<file path="src/rtl/pipe_arith_pkg.sv">
// Shared definitions for the three-operand adder/subtractor pipelines.
// Default operand width plus the stage payload type both pipelines carry.
package pipe_arith_pkg;

   localparam int WIDTH = 16;

   typedef logic [WIDTH-1:0] word_t;

   typedef struct packed {
      logic  valid;
      word_t data;
      logic  borrow;
   } stage_t;

endpackage

</file>
<file path="src/rtl/pipe_sub3_hs_subripple_n.sv">
// Ripple-borrow subtractor: d = a - b mod 2^WIDTH, bout set when a < b.
module subripple_n #(
   parameter int WIDTH = 16
) (
   input  logic [WIDTH-1:0] a,
   input  logic [WIDTH-1:0] b,
   output logic [WIDTH-1:0] d,
   output logic             bout
);

   logic br;

   always_comb begin
      d  = '0;
      br = 1'b0;
      for (int i = 0; i < WIDTH; i++) begin
         d[i] = a[i] ^ b[i] ^ br;
         br   = (~a[i] & b[i]) | (~(a[i] ^ b[i]) & br);
      end
      bout = br;
   end

endmodule

</file>
<file path="src/rtl/pipe_sub3_hs.sv">
// Two-stage valid/ready pipelined subtractor: diff = a - b - c mod 2^WIDTH,
// uflow flags a negative integer result.
module pipe_sub3_hs
   import pipe_arith_pkg::*;
#(
   parameter int WIDTH = pipe_arith_pkg::WIDTH
) (
   input  logic             clk,
   input  logic             rst_n,
   input  logic             in_valid,
   output logic             in_ready,
   input  logic [WIDTH-1:0] a,
   input  logic [WIDTH-1:0] b,
   input  logic [WIDTH-1:0] c,
   output logic             out_valid,
   input  logic             out_ready,
   output logic [WIDTH-1:0] diff,
   output logic             uflow
);

   logic             vld_p1, vld_p2;
   logic [WIDTH-1:0] d_ab_p1, c_p1, diff_p2;
   logic             bw_p1, uflow_p2;
   logic             rdy_p1, rdy_p2;
   logic [WIDTH-1:0] d_ab, d_abc;
   logic             bw_ab, bw_c;

   // A stage can load when it is empty or its successor is draining it.
   assign rdy_p2   = !vld_p2 | out_ready;
   assign rdy_p1   = !vld_p1 | rdy_p2;
   assign in_ready = rdy_p1;

   subripple_n #(.WIDTH(WIDTH)) u_sub_ab (
      .a    (a),
      .b    (b),
      .d    (d_ab),
      .bout (bw_ab)
   );

   subripple_n #(.WIDTH(WIDTH)) u_sub_c (
      .a    (d_ab_p1),
      .b    (c_p1),
      .d    (d_abc),
      .bout (bw_c)
   );

   // Stage 1: a - b with its borrow, c carried alongside
   always_ff @(posedge clk or negedge rst_n) begin
      if (!rst_n) begin
         vld_p1  <= 1'b0;
         d_ab_p1 <= '0;
         bw_p1   <= 1'b0;
         c_p1    <= '0;
      end else if (rdy_p1) begin
         vld_p1 <= in_valid;
         if (in_valid) begin
            d_ab_p1 <= d_ab;
            bw_p1   <= bw_ab;
            c_p1    <= c;
         end
      end
   end

   // Stage 2: subtract c; a stage-1 borrow already proves the result negative
   always_ff @(posedge clk or negedge rst_n) begin
      if (!rst_n) begin
         vld_p2   <= 1'b0;
         diff_p2  <= '0;
         uflow_p2 <= 1'b0;
      end else if (rdy_p2) begin
         vld_p2 <= vld_p1;
         if (vld_p1) begin
            diff_p2  <= d_abc;
            uflow_p2 <= bw_p1 | bw_c;
         end
      end
   end

   assign out_valid = vld_p2;
   assign diff      = diff_p2;
   assign uflow     = uflow_p2;

endmodule

</file>
<file path="config.mk">
export PLATFORM = sky130hd
export DESIGN_NAME = pipe_sub3_hs
export DESIGN_NICKNAME = d
export VERILOG_FILES = /design/src/rtl/pipe_arith_pkg.sv /design/src/rtl/pipe_sub3_hs_subripple_n.sv /design/src/rtl/pipe_sub3_hs.sv
export SDC_FILE = /design/constraint.sdc
export NUM_CORES = 1
export LEC_CHECK = 0
export CAP_MARGIN = 20
export CORE_ASPECT_RATIO = 0.9
export CORE_MARGIN = 2
export CORE_UTILIZATION = 31
export CTS_CLUSTER_DIAMETER = 80
export DETAILED_ROUTE_END_ITERATION = 10
export GPL_TIMING_DRIVEN = 0
export MAX_ROUTING_LAYER = met4
export SETUP_SLACK_MARGIN = 0.05
export SLEW_MARGIN = 25
export SYNTH_ARGS = -nofsm -noshare
export SYNTH_HDL_FRONTEND = slang
export SYNTH_SLANG_ARGS = --single-unit
export TNS_END_PERCENT = 100
</file>
<file path="constraint.sdc">
create_clock -name clk -period 6.4 [get_ports clk]
set_clock_uncertainty 0.15 [all_clocks]
set_input_delay 0.64 -clock clk [delete_from_list [all_inputs] [get_ports clk]]
set_output_delay 0.64 -clock clk [all_outputs]
set_load 0.1 [all_outputs]
</file>
; ---- After elaboration in Yosys (flattened, before gate mapping)
; Index checks and enable logic that the tools add are counted.
; W data, S select, Z words.
[classes]
n_lt_le_gt_ge = 0
mux = 0
bitwise = 219
n_mul = 0
reduce_logical = 4
div = 0
n_shift = 0
addsub = 0
eq_ne = 0
[op_table]
columns = operator, n
row1 = $and A1 B1 Y1, 62
row2 = $not A1 Y1, 62
row3 = $xor A1 B1 Y1, 62
row4 = $or A1 B1 Y1, 33
row5 = $reduce_and A2 Y1, 2
row6 = $logic_not A1 Y1, 2
[totals]
rom_bits = 0
inputBits = 52
mem_count = 0
out_inout_bits = 19
register_bits = 52
mem_bits_rw = 0
latchBits = 0
wordCells = 230

; ---- Depth between registers and ports, before layout
[depth]
depth_word = 33
depth_mapped = 21
ltp_nobuf = 21

; ---- Modules after synthesis
; Synthesis repeated with hierarchy kept, for this count alone.
[unflattened]
cells_unflattened = 214
hier_area_um2 = 2984.1
[modules_own_cells]
columns = mod, instances, area_per_inst_um2, cells_per_inst, seq_area_each_um2
row1 = pipe_sub3_hs, 1, 2103.3, 114, 1301.2
row2 = subripple_n, 2, 440.4, 50, 0.0

; ---- Least setup slack after synthesis
; OpenSTA, ideal clock, no wires.
[synth_timing]
path_type = input -> register
start = input port a[0]
end = register d_ab_p1[15]
required_time_ps = 6125
setup_time_ps = 125
t_arrival_ps = 6694
cell_stages = 21
n_path_buf = 0
setup_slack_ps = -569
path_cell_list = inv_1 > ha_1 > inv_1 > fa_1 > inv_1 > fa_1 > fa_1 > fa_1 > fa_1 > fa_1 > fa_1 > fa_1 > fa_1 > fa_1 > fa_1 > fa_1 > fa_1 > fa_1 > inv_1 > fa_1 > mux2_4
[synth_between]
elab_chain_cells = 31
[synth_lines]
columns = element, line
row1 = start: declaration, pipe_sub3_hs.sv:12  ; input logic [WIDTH-1:0] a,
row2 = $not A1 Y1, pipe_sub3_hs_subripple_n.sv:18  ; br = (~a[i] & b[i]) | (~(a[i] ^ b[i]) & br);
row3 = $and A1 B1 Y1 (2 in a row), pipe_sub3_hs_subripple_n.sv:18
row4 = $or A1 B1 Y1, pipe_sub3_hs_subripple_n.sv:18
row5 = $and A1 B1 Y1, pipe_sub3_hs_subripple_n.sv:18
row6 = $or A1 B1 Y1, pipe_sub3_hs_subripple_n.sv:18
row7 = $and A1 B1 Y1, pipe_sub3_hs_subripple_n.sv:18
row8 = $or A1 B1 Y1, pipe_sub3_hs_subripple_n.sv:18
row9 = $and A1 B1 Y1, pipe_sub3_hs_subripple_n.sv:18
row10 = [... 15 more ...], --
row11 = $and A1 B1 Y1, pipe_sub3_hs_subripple_n.sv:18
row12 = $or A1 B1 Y1, pipe_sub3_hs_subripple_n.sv:18
row13 = $and A1 B1 Y1, pipe_sub3_hs_subripple_n.sv:18
row14 = $or A1 B1 Y1, pipe_sub3_hs_subripple_n.sv:18
row15 = $and A1 B1 Y1, pipe_sub3_hs_subripple_n.sv:18
row16 = $or A1 B1 Y1, pipe_sub3_hs_subripple_n.sv:18
row17 = $xor A1 B1 Y1, pipe_sub3_hs_subripple_n.sv:17  ; d[i] = a[i] ^ b[i] ^ br;
row18 = via d_ab[15], pipe_sub3_hs.sv:25  ; logic [WIDTH-1:0] d_ab, d_abc;
row19 = end signal: assignment, pipe_sub3_hs.sv:51  ; d_ab_p1 <= '0;
row20 = end signal: assignment, pipe_sub3_hs.sv:57  ; d_ab_p1 <= d_ab;
row21 = end: declaration, pipe_sub3_hs.sv:22  ; logic [WIDTH-1:0] d_ab_p1, c_p1, diff_p2;
; The timed path passes the listed nets, and every way through them passes these cells.
; A chain may end at the register's enable or synchronous reset.

; ---- Worst setup path after layout
[layout_timing]
start = input port b[1]
end = register d_ab_p1[15]
[layout_between]
elab_chain_cells = 31
elab_cells_between_ends = 32
classes_between = bitwise: 32
[layout_lines]
columns = element, line
row1 = start: declaration, pipe_sub3_hs.sv:13  ; input logic [WIDTH-1:0] b,
row2 = $xor A1 B1 Y1, pipe_sub3_hs_subripple_n.sv:18
row3 = $not A1 Y1, pipe_sub3_hs_subripple_n.sv:18
row4 = $and A1 B1 Y1, pipe_sub3_hs_subripple_n.sv:18
row5 = $or A1 B1 Y1 (*), pipe_sub3_hs_subripple_n.sv:18
row6 = $and A1 B1 Y1 (*), pipe_sub3_hs_subripple_n.sv:18
row7 = $or A1 B1 Y1 (*), pipe_sub3_hs_subripple_n.sv:18
row8 = $and A1 B1 Y1 (*), pipe_sub3_hs_subripple_n.sv:18
row9 = $or A1 B1 Y1 (*), pipe_sub3_hs_subripple_n.sv:18
row10 = [... 16 more ...], --
row11 = $and A1 B1 Y1 (*), pipe_sub3_hs_subripple_n.sv:18
row12 = $or A1 B1 Y1 (*), pipe_sub3_hs_subripple_n.sv:18
row13 = $and A1 B1 Y1 (*), pipe_sub3_hs_subripple_n.sv:18
row14 = $or A1 B1 Y1 (*), pipe_sub3_hs_subripple_n.sv:18
row15 = $and A1 B1 Y1 (*), pipe_sub3_hs_subripple_n.sv:18
row16 = $or A1 B1 Y1 (*), pipe_sub3_hs_subripple_n.sv:18
row17 = $xor A1 B1 Y1 (*), pipe_sub3_hs_subripple_n.sv:17
row18 = via d_ab[15], pipe_sub3_hs.sv:25
; The timed path passes the listed nets; every way through them passes the cells marked *.

==> results.md <==
- Crit end category: register
- Post-route antenna net violation count: 0
- Final Hold Violating Endpoints: 0
- Num CTS Buffers: 5
- Core footprint: just under 9000 um2
- Syn Area/Cell: 13.2 um2
- Ports: 71
- Final period utilization: 100%
- Max-slew headroom: 32.7%
- Violated checks: setup timing
- Total Neg Setup Slack: -0.0400 ns
- Antenna diode instance count: 0
- Critical path class: in -> reg
- Layout overhead on the synthesized area: 38.1%
- Critical path startpoint: b[1]
- Ys Warns: 0
- Worst ir drop on vdd: 149 uV
- Post-layout total power: approximately 1.6 mW
- Y dimension of the die: 94.3 um
- Most repeated library cell on the critical path: fa_2
- DP Worst Slack: -0.846 ns
- Worst reg2reg path startpoint: c_p1[0]
- Arrival @ worst endpoint: 6.46 ns
- Floorplan die area: a little under 10000 um2
- Switching power of the nets: between 700 and 800 uW
- Number of placed cells counting well taps: 401
- Buffer type at the clock tree root: clkbuf_8
- Number of distinct library cells after synthesis: 16
- Clock network fraction of total power: 16.4%
- Unrepaired setup endpoints after global routing: yes
- CTS tree: yes
- Combined area of the multi-input logic cells: 1360 um2
- Cell family contributing the most delay on the critical path: adder cells
- Longest individual stage delay on the worst path: between 0.4 and 0.5 ns
- LEAKAGE: around 1.8 nW
- Number of detailed-routing iterations run before antenna repair: 4
- Storage element area: 1300 um2
- Critical-path cell list: dlygate4sd2_1 -> inv_1 -> fa_2 -> inv_2 -> fa_2 -> fa_2 -> fa_2 -> fa_2 -> fa_2 -> fa_2 -> fa_2 -> fa_2 -> fa_2 -> fa_2 -> fa_2 -> fa_2 -> fa_2 -> inv_2 -> fa_2 -> mux2_4
- Initial antenna violation count: 0
- Power per unit of standard cell area: slightly above 400 nW/um2
- Clock tree buffer depth: 2
- Synthesized instance count: between 200 and 250
- Wire length of the first global-routing pass: 9150 um
- Cell types occupying the most area after synthesis: dfrtp_1 46%, fa_1 21%, mux2_4 9.1%
- Setup slack of the critical path after layout: -0.0228 ns
- End-of-flow core utilization: between 40 and 50%
- Final Wtd Congestion: between 0.7 and 0.8
- Pins Over Slew Limit: 0
- Initial detailed-routing violation count: 43
- Design internal power: about 840 uW
- Type of the most critical hold path: in -> async
- Netlist Area Pre-Place: 2810 um2
- Number of buffers and inverters on the critical path: 4
- H-Tree Depth: 2
- DRC Markers: 0
- CTS clock-pin slew for the worst setup and hold paths: around 0.090 ns
- Total nets after synthesis: just under 300
- Max frequency: approximately 0.16 GHz
- Largest area contributor in the synthesized netlist: dfrtp_1
- Fraction of power spent switching nets: 46.7%
- Flop pwr share: 30.5%
- Starting Density: 32.3%
- DP HPWL: ~4300 um
- Crit path max fanout: 1
- Commonest cells after routing, fill and taps aside: 64 x clkdlybuf4s50_1, 52 x dfrtp_1, 45 x inv_1, 29 x fa_2, 24 x a21oi_1
- Filler cell count: just over 800
- Total congestion overflow after global routing: 0
- Area share of the largest cell type after synthesis: between 40% and 50%
- Via-per-instance ratio: slightly above 4
- Tmin final: around 6.4 ns
- Number of buffers inserted for hold repair after clock tree synthesis: 0
- Number of cell rows: 32
- Via count of the first global-routing pass: 1821
- Total routing usage reported by global routing: 12.3%
- Most common cell after layout, fill and taps aside: clkdlybuf4s50_1
- # nets final: 374
- Final worst hold slack: 0.215 ns
- Average wire per cell in the routed design: approximately 13 um
- Max-Cap Viols: 0
- Least-Margin Pin Slew: 1.01 ns
- Sort of element at the start of the critical path: primary input
- Synthesized flop and latch total: 52
- Vias: around 1700
- Post-detailed-placement cell area: about 3700 um2
- Share of the yosys chip area belonging to registers: 46.3%
- Maximum number of pins on one net before global-route repair: 53
- Final instance area: just under 4000 um2
- Data required time of the critical path: around 6.4 ns
- Ratio of cells with drive above 1 in the final layout: 25.9%
- Status: finished with violations
- Clock sink count: between 50 and 60
- # setup viols final: 2
- Number of buffers added on ports: 70
- Insertion delay of the later-clocked pin in the worst-skew pair: 0.30 ns
- Fin cells: approximately 400
- Part of the power in combinational logic: between 50% and 60%
- Floorplan die width: approximately 100 um
- Detailed Route WL: between 5000 and 6000 um
- CP max stage cell: fa_2
-- metal layers --
| metal | GRT usage [%] | up-vias | wire (um) |
|---|---|---|---|
| met4 | 3.38 | 0 | 68 |
| met3 | 2.15 | 5 | 244 |
| met1 | 16.2 | 824 | 2410 |
| met5 | - | - | 0 |
| li1 | - | 809 | - |
| met2 | 19.7 | 44 | 2670 |
-- path summary, 6_finish.rpt --
kind                               end  slack [ns]  depth (start not counted)
min in group clk              diff[15]        0.37                          1
min                         d_ab_p1[0]        0.22                          1
max in group asynchronous     c_p1[13]        5.44                          1
max                        d_ab_p1[15]       -0.02                         20
max reg2reg                   diff[15]       -0.02                         18
min reg2reg                   diff[15]        0.37                          1
-- final cells by class --
class                           count  area share [%]
Multi-Input combinational cell    102            34.9
Sequential cell                    52            33.5
Timing Repair Buffer               71            18.1
Inverter                           52            5.03
Tap cell                          119            3.84
Clock buffer                        5            1.77
Clock inverter                      2            1.55
Buffer                              6            1.26
-- worst register-to-register path: cells and delay by family, from the launching register on --
family | cells | cell delay (ns)
buffers and inverters | 1 | 0.06
multiplexers | 1 | 0.26
adder cells (fa/ha/maj) | 16 | 5.44
flip-flops | 1 | 0.39
-- sequential cells by signal (all words and copies together) (netlist names) --
signal     count
uflow          1
c_p1          16
d_ab_p1       16
out_valid      1
diff          16
vld_p1         1
bw_p1          1
-- cell usage after synthesis (all sizes together) --
| cell type | n |
|---|---|
| buf | 4 |
| clkbuf | 2 |
| dfrtp | 52 |
| a41oi | 1 |
| mux2i | 18 |
| inv | 52 |
| a21oi | 25 |
| and2 | 1 |
| nand2 | 2 |
| mux2 | 19 |
| fa | 30 |
| ha | 2 |
| nand3b | 1 |
| nand2b | 3 |
-- power by group through the flow --
stage                     registers [mW]  logic [mW]  clock network (mW)
after floorplan                    0.872       0.225                   0
after global placement             0.484       0.831                   0
after detailed placement           0.487       0.843                   0
after CTS                          0.481       0.847               0.267
after global routing               0.493       0.899               0.279
final                              0.478       0.834               0.257
-- cell families (layout without fill, tap and decap cells) --
logic type / count (synthesis) / count (layout) / synth area share (%)
compound gates: 26 / 26 / 4.77
fa+ha+maj: 32 / 32 / 22.3
buf+inv: 58 / 136 / 8.69
flops: 52 / 52 / 46.3
mux: 37 / 37 / 16.3
simple gates: 7 / 7 / 1.65
-- what timing repair did --
action,4_1_cts,5_1_grt
setup buffers,0,1
gates resized for setup,21,5
setup endpoints to repair,3,2
pin swaps,1,0
cloned,0,0
(Power assumes the default switching activity.)
